**src/rtl/ctrl_sequencer.sv**
```systemverilog
// Multi-cycle control sequencer for the teaching CPU datapath.
// Steps fetch/decode/exec and issues one-hot datapath controls per phase.
module ctrl_sequencer #(
    parameter int OP_W       = 4,
    parameter int IO_TIMEOUT = 16
) (
    input  logic            clk,
    input  logic            rst_n,
    input  logic            en,
    input  logic            resume,
    input  logic [OP_W-1:0] instr,
    input  logic            flag_g,
    input  logic            io_ack,
    output logic            ir_load,
    output logic            pc_inc,
    output logic            pc_load,
    output logic            imm_load,
    output logic            io_req,
    output logic [11:0]     ctrl,
    output logic            halted,
    output logic            illegal,
    output logic            io_err
);

    typedef enum logic [2:0] {
        S_IDLE,
        S_FETCH,
        S_DECODE,
        S_EXEC,
        S_IMM,
        S_IOWAIT,
        S_HALT
    } state_t;

    localparam int B_JMP  = 6;
    localparam int B_JG   = 7;
    localparam int B_IN1  = 8;
    localparam int B_OUT1 = 9;
    localparam int B_MOVI = 10;
    localparam int B_HALT = 11;

    localparam logic [7:0] TO_LAST = 8'(IO_TIMEOUT - 1);

    state_t            state_q, state_d, run_d;
    logic [OP_W-1:0]   ir_q, ir_d;
    logic [11:0]       op_q, op_d;
    logic [7:0]        cnt_q, cnt_d;
    logic              illegal_q, illegal_d;
    logic              io_err_q, io_err_d;
    logic              ir_load_q, ir_load_d;
    logic              pc_inc_q, pc_inc_d;
    logic              pc_load_q, pc_load_d;
    logic              jg_q, jg_d;
    logic              imm_load_q, imm_load_d;
    logic              io_req_q, io_req_d;
    logic [11:0]       ctrl_q, ctrl_d;
    logic              halted_q, halted_d;
    logic [11:0]       dec;
    logic              dec_bad;
    logic              hi_nz;

    if (OP_W > 4) begin : g_hi
        assign hi_nz = |ir_q[OP_W-1:4];
    end else begin : g_no_hi
        assign hi_nz = 1'b0;
    end

    // Where an instruction boundary goes: keep running or park in IDLE.
    assign run_d = en ? S_FETCH : S_IDLE;

    // Opcode to one-hot control vector; unmapped codes flag illegal.
    always_comb begin
        dec     = '0;
        dec_bad = hi_nz;
        case (ir_q[3:0])
            4'b0100: dec[0]  = 1'b1;
            4'b0101: dec[1]  = 1'b1;
            4'b0110: dec[2]  = 1'b1;
            4'b0111: dec[3]  = 1'b1;
            4'b1000: dec[4]  = 1'b1;
            4'b1001: dec[5]  = 1'b1;
            4'b1010: dec[6]  = 1'b1;
            4'b1011: dec[7]  = 1'b1;
            4'b0000: dec[8]  = 1'b1;
            4'b0001: dec[9]  = 1'b1;
            4'b0010: dec[10] = 1'b1;
            4'b0011: dec[11] = 1'b1;
            default: dec_bad = 1'b1;
        endcase
    end

    // Phase sequencing, I/O wait counting and sticky status.
    always_comb begin
        state_d   = state_q;
        ir_d      = ir_q;
        op_d      = op_q;
        cnt_d     = cnt_q;
        illegal_d = illegal_q;
        io_err_d  = io_err_q;
        case (state_q)
            S_IDLE: begin
                if (en) state_d = S_FETCH;
            end
            S_FETCH: begin
                ir_d    = instr;
                state_d = S_DECODE;
            end
            S_DECODE: begin
                if (dec_bad) begin
                    illegal_d = 1'b1;
                    op_d      = '0;
                    state_d   = S_HALT;
                end else begin
                    op_d    = dec;
                    state_d = S_EXEC;
                end
            end
            S_EXEC: begin
                unique case (1'b1)
                    op_q[B_MOVI]:
                        state_d = S_IMM;
                    op_q[B_IN1], op_q[B_OUT1]:
                        state_d = io_ack ? run_d : S_IOWAIT;
                    op_q[B_HALT]:
                        state_d = S_HALT;
                    default:
                        state_d = run_d;
                endcase
            end
            S_IMM: begin
                state_d = run_d;
            end
            S_IOWAIT: begin
                if (io_ack) begin
                    cnt_d   = '0;
                    state_d = run_d;
                end else if (cnt_q == TO_LAST) begin
                    cnt_d    = '0;
                    io_err_d = 1'b1;
                    state_d  = S_HALT;
                end else begin
                    cnt_d = cnt_q + 8'd1;
                end
            end
            S_HALT: begin
                if (resume && !illegal_q && !io_err_q)
                    state_d = S_FETCH;
            end
            default: state_d = S_IDLE;
        endcase
    end

    // Output strobes for the state being entered, registered with it.
    always_comb begin
        ir_load_d  = (state_d == S_FETCH);
        pc_inc_d   = (state_d == S_FETCH) || (state_d == S_IMM);
        imm_load_d = (state_d == S_IMM);
        halted_d   = (state_d == S_HALT);
        pc_load_d  = (state_d == S_EXEC) && op_d[B_JMP];
        jg_d       = (state_d == S_EXEC) && op_d[B_JG];
        io_req_d   = (state_d == S_IOWAIT) ||
                     ((state_d == S_EXEC) && (op_d[B_IN1] || op_d[B_OUT1]));
        ctrl_d     = '0;
        if ((state_d == S_EXEC) || (state_d == S_IMM) ||
            (state_d == S_IOWAIT))
            ctrl_d = op_d;
    end

    // State, IR, counter, status and output registers.
    always_ff @(posedge clk or negedge rst_n) begin
        if (!rst_n) begin
            state_q    <= S_IDLE;
            ir_q       <= '0;
            op_q       <= '0;
            cnt_q      <= '0;
            illegal_q  <= 1'b0;
            io_err_q   <= 1'b0;
            ir_load_q  <= 1'b0;
            pc_inc_q   <= 1'b0;
            pc_load_q  <= 1'b0;
            jg_q       <= 1'b0;
            imm_load_q <= 1'b0;
            io_req_q   <= 1'b0;
            ctrl_q     <= '0;
            halted_q   <= 1'b0;
        end else begin
            state_q    <= state_d;
            ir_q       <= ir_d;
            op_q       <= op_d;
            cnt_q      <= cnt_d;
            illegal_q  <= illegal_d;
            io_err_q   <= io_err_d;
            ir_load_q  <= ir_load_d;
            pc_inc_q   <= pc_inc_d;
            pc_load_q  <= pc_load_d;
            jg_q       <= jg_d;
            imm_load_q <= imm_load_d;
            io_req_q   <= io_req_d;
            ctrl_q     <= ctrl_d;
            halted_q   <= halted_d;
        end
    end

    assign ir_load  = ir_load_q;
    assign pc_inc   = pc_inc_q;
    // A jg resolves on the live greater flag during its EXEC cycle.
    assign pc_load  = pc_load_q | (jg_q & flag_g);
    assign imm_load = imm_load_q;
    assign io_req   = io_req_q;
    assign ctrl     = ctrl_q;
    assign halted   = halted_q;
    assign illegal  = illegal_q;
    assign io_err   = io_err_q;

endmodule

```
**config.mk**
```make
export PLATFORM = sky130hd
export DESIGN_NAME = ctrl_sequencer
export DESIGN_NICKNAME = d
export VERILOG_FILES = /design/src/rtl/ctrl_sequencer.sv
export SDC_FILE = /design/constraint.sdc
export NUM_CORES = 1
export LEC_CHECK = 0
export ABC_AREA = 1
export CAP_MARGIN = 20
export CORE_MARGIN = 8
export CORE_UTILIZATION = 25
export DETAILED_ROUTE_END_ITERATION = 16
export DONT_BUFFER_PORTS = 1
export PLACE_DENSITY = 0.42
export SYNTH_ARGS = -nofsm -noshare
export SYNTH_HDL_FRONTEND = slang
export SYNTH_SLANG_ARGS = --single-unit
```
**constraint.sdc**
```tcl
create_clock -name clk -period 2.1 [get_ports clk]
set_input_delay 0.21 -clock clk [delete_from_list [all_inputs] [get_ports clk]]
set_output_delay 0.21 -clock clk [all_outputs]
set_load 0.05 [all_outputs]
```
## After elaboration in Yosys (flattened, before gate mapping)

Index checks and enable logic that the tools add are counted.

- Flip-flop bits (word level): 48

- Add/sub/neg operators: 1
- Equal/unequal tests: 23
- Mux-type cells: 26
- Bitwise logic cells: 4
- Reduce and logical (&&, ||, !) cells: 18

Operators with widths:

| operator | count |
|---|---|
| two-way mux 12 bit | 3 |
| one-hot mux 3 bit (7 select lines) | 1 |
| == test 3 bit (second input constant) | 6 |
| two-way mux 3 bit | 6 |
| == test 4 x 3 -> 1 bit (second input constant) | 4 |
| == test 4 bit (second input constant) | 4 |
| two-way mux 8 bit | 2 |
| two-way mux 1 bit | 13 |
| OR reduction 12 bit | 1 |
| == test 3 x 2 -> 1 bit (second input constant) | 3 |
| one-hot mux 3 bit (3 select lines) | 1 |
| adder 8 x 1 -> 8 bit (second input constant) | 1 |
| == test 4 x 2 -> 1 bit (second input constant) | 2 |
| == test 8 x 4 -> 1 bit (second input constant) | 1 |
| == test 3 x 1 -> 1 bit (second input constant) | 2 |
| logical AND 1 bit | 5 |
| logical OR 1 bit | 5 |
| == test 4 x 1 -> 1 bit (second input constant) | 1 |
| logical NOT 4 bit | 1 |
| logical NOT 3 bit | 1 |
| AND reduction 3 bit | 1 |
| logical NOT 1 bit | 2 |
| NOT 1 bit | 2 |
| AND reduction 2 bit | 1 |
| 3 further kinds | 3 |

## Depth between registers and ports, before layout

Gate-level depths: netlist of the first run.

- Depth after elaboration: 9
- Depth in mapped cells: 12
- Gate-level depth less buffers: 11

## Worst setup path after synthesis of the first run

OpenSTA, ideal clock, no wires.

- Kind: flip-flop to flip-flop
- Start point: register illegal_q (netlist: illegal)
- End point: register ctrl_q[9] (netlist: ctrl[9])
- Data arrival time: 1.600 ns
- Setup slack: 0.389 ns
- Cell stages (with the launch flop): 13
- Buffers on the path: 1
- Clock period less this slack: 1.711 ns
- Path through: dfrtp_1 > inv_1 > nand2_1 > nor2_1 > nand2_1 > nand3_1 > nor2_2 > nand2_2 > nand3_2 > nand3_2 > buf_6 > nand2_2 > inv_2

- Word-level cells in the longest chain between the ends: 9
- Elaborated cells between the ends (all ways): 11
- Classes of those cells: eq/ne (3); mux (3); reduce/logical (5)

RTL lines:

| item | RTL line | source |
|---|---|---|
| start: declaration | 48 | `logic illegal_q, illegal_d;` |
| start signal: assignment | 191 | `illegal_q <= illegal_d;` |
| logical NOT 1 bit * | 146 | `if (resume && !illegal_q && !io_err_q)` |
| logical AND 1 bit * (2 in a row) | 146 |  |
| two-way mux 3 bit * | 146 |  |
| one-hot mux 3 bit (7 select lines) * | 100 | `case (state_q)` |
| via state_d[0] | 44 | `state_t state_q, state_d, run_d;` |
| == test 3 x 2 -> 1 bit / == test 3 bit (equally long branches) | 164 | `if ((state_d == S_EXEC) \|\| (state_d == S_IMM) \|\|` |
| logical OR 1 bit | 164 |  |
| logical OR 1 bit * | 164 |  |
| two-way mux 12 bit * | 164 |  |
| via ctrl_d[9] | 56 | `logic [11:0] ctrl_q, ctrl_d;` |
| end signal: assignment | 199 | `ctrl_q <= ctrl_d;` |
| end: declaration | 56 |  |

Mark *: on every way through the listed nets, which the timed path passes. The rest lies on a longest branch.
A chain may end at the register's enable or synchronous reset.

## Final worst setup path of the first run

- Start point: register cnt_q[0]
- End point: register ctrl_q[8] (netlist: ctrl[8])

- Word-level cells in the longest chain between the ends: 8
- Elaborated cells between the ends (all ways): 10
- Classes of those cells: eq/ne (4); mux (4); reduce/logical (2)

RTL lines:

| item | RTL line | source |
|---|---|---|
| start: declaration | 47 | `logic [7:0] cnt_q, cnt_d;` |
| start signal: assignment | 190 | `cnt_q <= cnt_d;` |
| == test 8 x 4 -> 1 bit * | 137 | `end else if (cnt_q == TO_LAST) begin` |
| two-way mux 3 bit * | 137 |  |
| two-way mux 3 bit * | 134 | `if (io_ack) begin` |
| one-hot mux 3 bit (7 select lines) * | 100 |  |
| == test 3 x 2 -> 1 bit / == test 3 bit (equally long branches) | 164 |  |
| logical OR 1 bit | 164 |  |
| logical OR 1 bit * | 164 |  |
| two-way mux 12 bit * | 164 |  |
| via ctrl_d[8] | 56 |  |

Marks and branches as above.

==> results of run 1 <==
[layer usage]
metal | vias to the layer above | routed length, microns
li1 | 750 | -
met1 | 672 | 2216
met2 | 22 | 2075
met3 | 6 | 266
met4 | 0 | 70
met5 | - | 0
[power breakdown]
| part | internal (uW) | switching, uW | leakage, uW |
|---|---|---|---|
| Sequential | 1200 | 432 | 0.000628 |
| Combinational | 403 | 828 | 0.000598 |
| Clock | 270 | 332 | 0.0000516 |
[placed cells by master (no fill, tap or decap), drive strengths merged]
master and count:
o22ai 1, nand2 53, buf 6, o21ai 17, o21bai 1, a22o 1
clkinv 2, xnor2 1, nand4 5, nand3 22, inv 37, a31oi 1
ha 1, nor3 1, nor3b 1, dfrtp 48, clkbuf 6, o41ai 2
o31ai 1, dlygate4sd3 1, xor2 1, mux2 1, nor2 18, nor4 1
a21o 3, a21oi 7
[worst min path at each step]
stage	startpoint	endpoint	slack, ps	depth (start not counted)
3_5_place_dp	rst_n	cnt_q[7]	-80	0
4_1_cts	instr[3]	ir_q[3]	30	1
2_1_floorplan	rst_n	cnt_q[0]	-90	0
3_3_place_gp	rst_n	cnt_q[7]	-80	0
6_report	instr[3]	ir_q[3]	50	1
5_1_grt	instr[3]	ir_q[3]	30	1
[state kept, by name, summed over array words and instances, names as in the netlist]
signal	flops
cnt_q	8
ctrl	12
halted	1
illegal	1
imm_load	1
io_err	1
io_req	1
ir_load	1
ir_q	4
jg_q	1
op_q	12
pc_inc	1
pc_load_q	1
state_q	3
[logic make-up (layout without fill, tap and decap cells)]
| logic type | after synthesis | count (layout) |
|---|---|---|
| simple gates | 101 | 101 |
| flops | 48 | 48 |
| buf+inv | 40 | 52 |
| compound gates | 34 | 34 |
| xor+xnor | 2 | 2 |
| fa+ha+maj | 1 | 1 |
| mux | 1 | 1 |
[stage by stage]
stage,cell area (sq um),worst slack [ps],instances
after floorplan,2165,388.6,227
after CTS,2452,87.83,347
after global placement,2318,212.2,337
after detailed placement,2318,115.5,337
after global routing,2460,67.74,347
final,2460,279.6,347
[critical path: cells and delay by family, from the launching register on]
kind,cells,cell delay (ps)
buf+inv,2,110
fa+ha+maj,1,200
simple gates,7,1010
flops,1,390
[final cells by class]
type	count	area (sq um)	area share, %
inverters	37	142.6	5.799
repair buffers	7	75.07	3.052
clock buffers	6	82.58	3.357
multi-input cells	139	809.5	32.91
well taps	108	135.1	5.493
clock inverters	2	13.76	0.5595
flip-flops and latches	48	1201	48.83
[what timing repair did]
item                                    in CTS  in global routing
endpoints found under the setup margin       0                 12
endpoints found under the hold margin       48                  0
hold buffers                                 2                  0
gates resized for setup                      0                  1
==> impl_metrics.py, run 1 <==
metrics = {
    "outcome": {
        "outcome": "finished clean",
    },
    "final_layout": {
        "post-route-util_pct": 28.77,
        "layout-drive-gt1-share_pct": 24.27,
        "n_antenna_cell": 0,
        "area_delta_synth_final_pct": 13.64,
        "finalNetCount": 249,
        "nFillCells": 899,
    },
    "global_routing": {
        "global_route.usage.met3_pct": 3.073,
        "grt_pass1_wl_microns": 7831,
        "use_met1_pct": 10.64,
        "track_usage_pct": 8.582,
        "gr-max-usage-layer": "met2",
        "grt_pass1_vias": 1537,
        "grt_use_met2_pct": 13.39,
        "antenna_found_initial": 0,
        "grt_overflow": 0,
        "grt_max_degree": 49,
    },
    "power_and_ir_drop": {
        "ir_drop_mv": 0.6210,
        "p_total_uw": 3460,
        "power.density_nw_per_um2": 1407,
        "leakagePower_uw": 0.001277,
    },
    "floorplan": {
        "coreArea_sq_um": 8551,
        "die_x_microns": 109.1,
        "floorplan.rows": 34,
        "die_area_sq_um": 11890,
        "start_util_pct": 25.31,
        "io_pins": 30,
        "die_h_microns": 109.1,
    },
    "timing": {
        "slew_violations": 0,
        "fin_crit_sh_pct": 86.69,
        "fin_setup_tns_ps": 0,
        "slew_headroom_pct": 67.18,
        "whs_ps": 49.11,
        "skew_ps": 10.63,
        "setup_viol": 0,
        "rsz0062_at_grt": "false",
        "worst_slew_pin_slew_ps": 486.0,
        "finalHoldViolCount": 0,
        "max_freq_mhz": 549.3,
        "period_needed_ps": 1820,
    },
    "clock_tree": {
        "cts_tree": "built",
        "path_clk_slew_ps": 90,
        "post-cts-setup-buffers": 0,
        "clk_path_buf_depth": 2,
        "clkLatencyLatePin_ps": 310,
        "htreeDepth": 2,
        "numCtsBuffers": 5,
        "clock_sinks": 48,
        "clock-root-buffer": "clkbuf_8",
    },
    "synthesis": {
        "muxShareOfSynthArea_pct": 0.5202,
        "yosysMostFrequentCell": "dfrtp_1",
        "ys.flop_type": "dfrtp_1",
        "syn_nets": 238,
        "synth_edf_count": 0,
        "postSynthCellCount": 227,
        "synth-seq-cells": 48,
        "yosysTopAreaCellShare_pct": 55.49,
        "synth-compound-area-share_pct": 9.075,
        "synthTopCellsByArea": "dfrtp_1 55%, nand2_1 6.8%, o21ai_0 3.9%",
        "syn_avg_cell_area_sq_um": 9.536,
        "synthSimpleGateAreaFrac_pct": 26.07,
        "synth_xor_area_share_pct": 0.8092,
        "synth_top_family_by_area": "simple AND/OR/NAND/NOR gates",
        "synth_common_cells": "48 x dfrtp_1, 39 x nand2_1, 21 x inv_1, 17 x o21ai_0",
        "synth_fa_ha_area_share_pct": 0.5780,
        "synth_area_leader_cell": "dfrtp_1",
        "yosysWarnings": 0,
        "async_flop_share_pct": 100.0,
        "syn_area_sq_um": 2165,
        "synth_seq_area_share_pct": 55.49,
        "synth_cell_types": 35,
    },
    "route": {
        "routed_via_density": 4.179,
        "first_pass_iters": 4,
        "drc": 0,
        "via_count": 1450,
        "drt_iter0_drc": 67,
        "wl_per_cell_microns": 13.34,
        "ant_nets": 0,
        "drt-total-wl_microns": 4628,
    },
    "critical_path": {
        "slowest_stage": "dfrtp_1",
        "worst-r2r-cell-count": 10,
        "start_kind": "flip-flop",
        "crit_fanout": 12,
        "cp.required_ps": 2300,
        "worstReg2RegStart": "cnt_q[0]",
        "ff2ff_setup_slack_ps": 280,
        "path_class": "reg -> reg",
        "startpoint": "cnt_q[0]",
        "crit_path_end": "ctrl[8]",
        "rr_endpoint": "ctrl[8]",
        "worst_path_largest_cell_delay_ps": 390,
        "path_cells": "ha_1 > nand3_1 > inv_1 > nand3_1 > nor2_4 > nor2_8 > nand4_2 > nand3_4 > nand2_2 > inv_2",
        "cp_common_cell": "nand3_1",
        "cp-end-kind": "flip-flop",
        "cp.arrival_ps": 2020,
    },
    "place": {
        "gp_congestion": 0.7575,
        "port_buffers": 0,
        "dpl.hpwl_microns": 3342,
    },
    "min_path": {
        "worstHoldPathType": "in -> reg",
    },
    "flow_run": {
        "maxCapViolCount": 0,
    },
}
Note: power is estimated with default switching activity, not from simulation.
==> run 2: changes to the inputs <==
--- a/config.mk
+++ b/config.mk
@@ -6,6 +6,7 @@
 export NUM_CORES = 1
 export LEC_CHECK = 0
 export ABC_AREA = 1
+export ABC_CLOCK_PERIOD_IN_PS = 2100
 export CAP_MARGIN = 20
 export CORE_MARGIN = 8
 export CORE_UTILIZATION = 25
==> results of run 2 <==
The final DEF is identical to that of run 1; final timing and power are the same.
